`src/rtl/ifu_fetch_buf.sv`:
```
// ifu_fetch_buf: fetch-packet queue between F2 and the aligner.
// Pops up to two packets per cycle and reports the pop count back to fetch control.
module ifu_fetch_buf #(
  parameter int DEPTH   = 4,
  parameter int DATA_W  = 64,
  parameter bit OVF_CHK = 1'b1,
  localparam int PW = $clog2(DEPTH),
  localparam int CW = PW + 1
) (
  input  logic              clk,
  input  logic              rst_l,
  input  logic              ifc_fetch_req_f2,
  input  logic              ic_hit_f2,
  input  logic [DATA_W-1:0] ic_data_f2,
  input  logic [30:0]       ifc_fetch_addr_f2,
  input  logic              exu_flush_final,
  input  logic              dec_takenbr,
  input  logic [1:0]        aln_pop,
  output logic [1:0]        fb_vld,
  output logic [DATA_W-1:0] fb_data0,
  output logic [DATA_W-1:0] fb_data1,
  output logic [30:0]       fb_addr0,
  output logic [30:0]       fb_addr1,
  output logic [CW-1:0]     fb_count,
  output logic              fb_full,
  output logic              ifu_fb_consume1,
  output logic              ifu_fb_consume2,
  output logic              fb_overflow
);
  logic [DATA_W-1:0] data_q [DEPTH];
  logic [30:0]       addr_q [DEPTH];
  logic [PW-1:0]     rd_q, rd_d, wr_q, wr_d, rd1;
  logic [CW-1:0]     count_q, count_d;
  logic              ovf_q, ovf_d;
  logic              flush, wr, wr_ok;
  logic [1:0]        pop_req, pop_eff;

  always_comb begin
    flush   = exu_flush_final | dec_takenbr;
    wr      = ifc_fetch_req_f2 & ic_hit_f2 & ~flush;
    pop_req = aln_pop[1] ? 2'd2 : aln_pop;
    pop_eff = flush ? 2'd0 : (CW'(pop_req) > count_q) ? 2'(count_q) : pop_req;
    // a same-cycle pop frees a slot, so a full buffer can still accept
    wr_ok   = wr & ((count_q - CW'(pop_eff)) < CW'(DEPTH));
    rd_d    = flush ? '0 : rd_q + PW'(pop_eff);
    wr_d    = flush ? '0 : wr_q + PW'(wr_ok);
    count_d = flush ? '0 : count_q + CW'(wr_ok) - CW'(pop_eff);
    ovf_d   = ovf_q | (wr & ~wr_ok);
    rd1     = rd_q + PW'(1);
  end

  always_ff @(posedge clk or negedge rst_l) begin
    if (!rst_l) begin
      rd_q    <= '0;
      wr_q    <= '0;
      count_q <= '0;
      ovf_q   <= 1'b0;
    end else begin
      rd_q    <= rd_d;
      wr_q    <= wr_d;
      count_q <= count_d;
      ovf_q   <= ovf_d;
    end
  end

  always_ff @(posedge clk) begin
    if (wr_ok) begin
      data_q[wr_q] <= ic_data_f2;
      addr_q[wr_q] <= ifc_fetch_addr_f2;
    end
  end

  assign fb_vld          = {count_q >= CW'(2), count_q != '0};
  assign fb_data0        = data_q[rd_q];
  assign fb_data1        = data_q[rd1];
  assign fb_addr0        = addr_q[rd_q];
  assign fb_addr1        = addr_q[rd1];
  assign fb_count        = count_q;
  assign fb_full         = count_q == CW'(DEPTH);
  assign ifu_fb_consume1 = pop_eff == 2'd1;
  assign ifu_fb_consume2 = pop_eff == 2'd2;
  assign fb_overflow     = ovf_q;

  // fetch control's occupancy model breaks if a write is ever dropped
  a_no_drop: assert property (@(posedge clk) disable iff (!rst_l) !(OVF_CHK && wr && !wr_ok));
  a_cons_excl: assert property (@(posedge clk) disable iff (!rst_l) !(ifu_fb_consume1 && ifu_fb_consume2));
endmodule
```
`config.mk`:
```
export PLATFORM = sky130hd
export DESIGN_NAME = ifu_fetch_buf
export DESIGN_NICKNAME = d
export VERILOG_FILES = /design/src/rtl/ifu_fetch_buf.sv
export SDC_FILE = /design/constraint.sdc
export NUM_CORES = 1
export LEC_CHECK = 0
export ABC_AREA = 0
export BUFFER_PORTS_ARGS = -buffer_cell sky130_fd_sc_hd__buf_2
export CAP_MARGIN = 10
export CORE_UTILIZATION = 48
export DETAILED_ROUTE_END_ITERATION = 16
export PLACE_DENSITY = 0.69
export SYNTH_ARGS = -nofsm -noshare
export SYNTH_HDL_FRONTEND = slang
export SYNTH_SLANG_ARGS = --single-unit
```
`constraint.sdc`:
```
create_clock -name clk -period 7 [get_ports clk]
set_input_delay 1.05 -clock clk [delete_from_list [all_inputs] [get_ports clk]]
set_output_delay 1.05 -clock clk [all_outputs]
set_load 0.03 [all_outputs]
```
==> results.txt <==
Port Buffer Count: 301
Worst Tran Pin Value: 1.08 ns
WHS: 0.367 ns
Internal Power: 3830 uW
Die ar.: 0.0353 mm^2
met1 WL: 13700 um
Worst setup EP type: register
RSZ-0062 raised after global routing: no
layout cells sized above 1: 55.4%
GR Util All Layers: 19.0%
final core occ: 58.7%
Seq/Total Area, Yosys: 69.9%
via-per-instance ratio: 5.83
Critical Path RT: 7.39 ns
commonest non-fill, non-tap cell in the layout: edfxtp_1
Post-DP HPWL: 21800 um
Yosys warning count: 0
Max Freq: 227 MHz
delay-heaviest family, CP: adder cells
setup bufs post-CTS: 0
flops & latches, synth: 388
Net Sw Frac: 21.8%
row cnt: 67
Starting Density: 49.2%
peak supply drop: 0.180 mV
clock root cell: clkbuf_16
largest net degree at the start of global routing: 97
Comb pwr share: 8.1%
IO Count: 302
clk buf depth: 3
Most common cell on crit path: ha_1
Synth Net Count: 798
pre-CTS WS: 2.05 ns
CTS Buf Count: 40
period utilization: 62.9%
Placer Congestion: 0.790
metal2 WL: 16700 um
run status: finished, final reports clean
first-pass GRT wire length: 50700 um
critical path arrival: 4.79 ns
slew margin rel.: 27.7%
CP Class: input port to register
CP cell instances: buf_2, nand2b_2, ha_1, a21oi_1, o21a_1, mux2_2, nand2_1, ha_1, o311ai_4, nand2_1, a211o_1, ha_1, inv_1, ha_1, fa_1, xnor2_1, xnor2_1, nor2_1
Syn Std Cell Area: 0.0166 mm^2
post-CTS sizing: 0
Mean Syn Cell Area: 24.2 um^2
TritonRoute pass-1 iters: 5
leakage: 0.00658 uW
P_sw: 1070 uW
cts hold-fix bufs: 0
CP max FO: 6
fin crit period: 4.41 ns
Flop pwr share: 52.7%
DR iter-0 viols: 643
DRT antenna net count: 0
uppermost metal layer occupied by signal nets: met5
initial antenna violation count: 5
fillcell total: 2463
Routed met3 length: 2610 um
crit path launch type: input port
htree depth: 2
Final Skew: 0.0161 ns
vias in the first global route: 8619
vias post-DR: 8612
dpl cell area: 0.0186 mm^2
Final nets: 1110
Worst path max stage delay: 0.43 ns
drt wl/cell: 22.8 um
final max-slew violation count: 0
most frequent cells in the layout: edfxtp_1 (380), buf_2 (301), mux4_2 (190), clkbuf_16 (41), buf_4 (11)
CORE AREA: 0.0338 mm^2
Clock Latency Late Sink: 0.52 ns
Worst Hold Class: input port to asynchronous set/reset pin
Cell variety after synth: 37
die width: 188 um
power density over the cells: 247 mW/mm^2
DRT Wirelength: 33700 um
# DRC: 0
Clock Power Share: 39.2%
worst setup margin: 2.59 ns
area grow syn2layout: 19.4%
fin area: 0.0198 mm^2
clk slew on worst S/H paths: 0.06 ns
Vert. Die Dim: 188 um
GR Overflow Total: 0
TritonCTS clock tree: built
Critical-path top delay cell: fa_1
Syn Inst Count: 687
final setup fails: 0
Final Hold Fails: 0
clk sinks: 388
final setup TNS: 0 ns
Bufs and invs on worst path: 2
max-cap violations: 0
registers in the layout (all words and copies together) (netlist names):
register and flops:
fb_overflow 1, data_q 256, addr_q 124, rd_q 2
fb_count 3, wr_q 2
cells by family (layout without fill, tap and decap cells):
family	count (synthesis)	in the layout	share of synthesized area (%)
flops	388	388	69.9
mux	193	193	26.0
buf+inv	48	386	1.40
simple gates	34	34	1.14
compound gates	12	12	0.716
fa+ha+maj	8	8	0.648
xor+xnor	4	4	0.211
other cells	0	3	0
worst register-to-register path: stages (launching register included):
cell and delay, ns:
dfrtp_1 0.58, ha_1 0.31, a21oi_1 0.12, o21a_1 0.27, mux2_2 0.41, nand2_1 0.08, ha_1 0.32, o311ai_4 0.16
nand2_1 0.12, a211o_1 0.30, ha_1 0.28, inv_1 0.04, ha_1 0.19, fa_1 0.43, xnor2_1 0.18, xnor2_1 0.14
nor2_1 0.05
power by group through the flow:
stage / Combinational (uW) / Clock [uW] / Sequential, uW
after floorplan: 274 / 0 / 2630
after global routing: 423 / 2040 / 2580
final: 398 / 1920 / 2580
after CTS: 403 / 1970 / 2580
after global placement: 398 / 0 / 2630
after detailed placement: 402 / 0 / 2630
final cells by class:
cell class	instances	area [um^2]	area share (%)
Antenna cell	3	7.51	0.0379
Clock inverter	18	121	0.612
Clock buffer	50	1060	5.35
Tap cell	448	561	2.83
Sequential cell	388	11600	58.6
Timing Repair Buffer	314	1630	8.22
Inverter	4	15.0	0.0758
Multi-Input combinational cell	251	4810	24.3
routing by layer:
layer	vias up	GRT usage [%]
met2	342	30.5
met3	47	4.74
met4	4	5.50
met5	-	0
met1	4535	25.8
li1	3684	-
cells in the mapped netlist, drive strengths merged:
cell type,number,area [um^2]
inv,4,15.0
nor2b,3,18.8
nand4,4,25.0
dfrtp,8,200
o21a,1,7.51
nand2,4,15.0
or2,2,12.5
a21oi,5,25.0
a211oi,1,7.51
a31oi,1,6.26
fa,1,20.0
nand2b,2,15.0
or3,2,12.5
o311ai,1,26.3
nand3,1,5.00
mux2,1,11.3
clkbuf,3,11.3
xor2,1,8.76
ha,7,87.6
xnor2,3,26.3
nor3b,1,7.51
nor2,6,22.5
nor3,1,5.00
and2,5,31.3
nor4,1,6.26
a311o,1,10.0
edfxtp,380,11400
mux4,190,4280
buf,41,206
and3,2,12.5
a211o,1,8.76
o41ai,1,27.5
mux2i,2,20.0
worst paths after layout:
check	end	cells after the start	slack, ns	from
worst min register to register	fb_overflow	1	0.49	fb_overflow
min in group clk	fb_overflow	1	0.49	fb_overflow
worst max-delay path	fb_count[2]	18	2.59	aln_pop[1]
max in group asynchronous	rd_q[0]	1	6.43	rst_l
worst max register to register	fb_count[2]	16	2.91	fb_count[0]
worst min-delay path	rd_q[1]	1	0.37	rst_l
metrics by stage:
stage                     instances  power (uW)
after floorplan                 687        2900
after global placement         1405        3030
after detailed placement       1405        3030
after CTS                      1473        4950
after global routing           1475        5050
final                          1476        4900
Note: power is estimated with default switching activity, not from simulation.
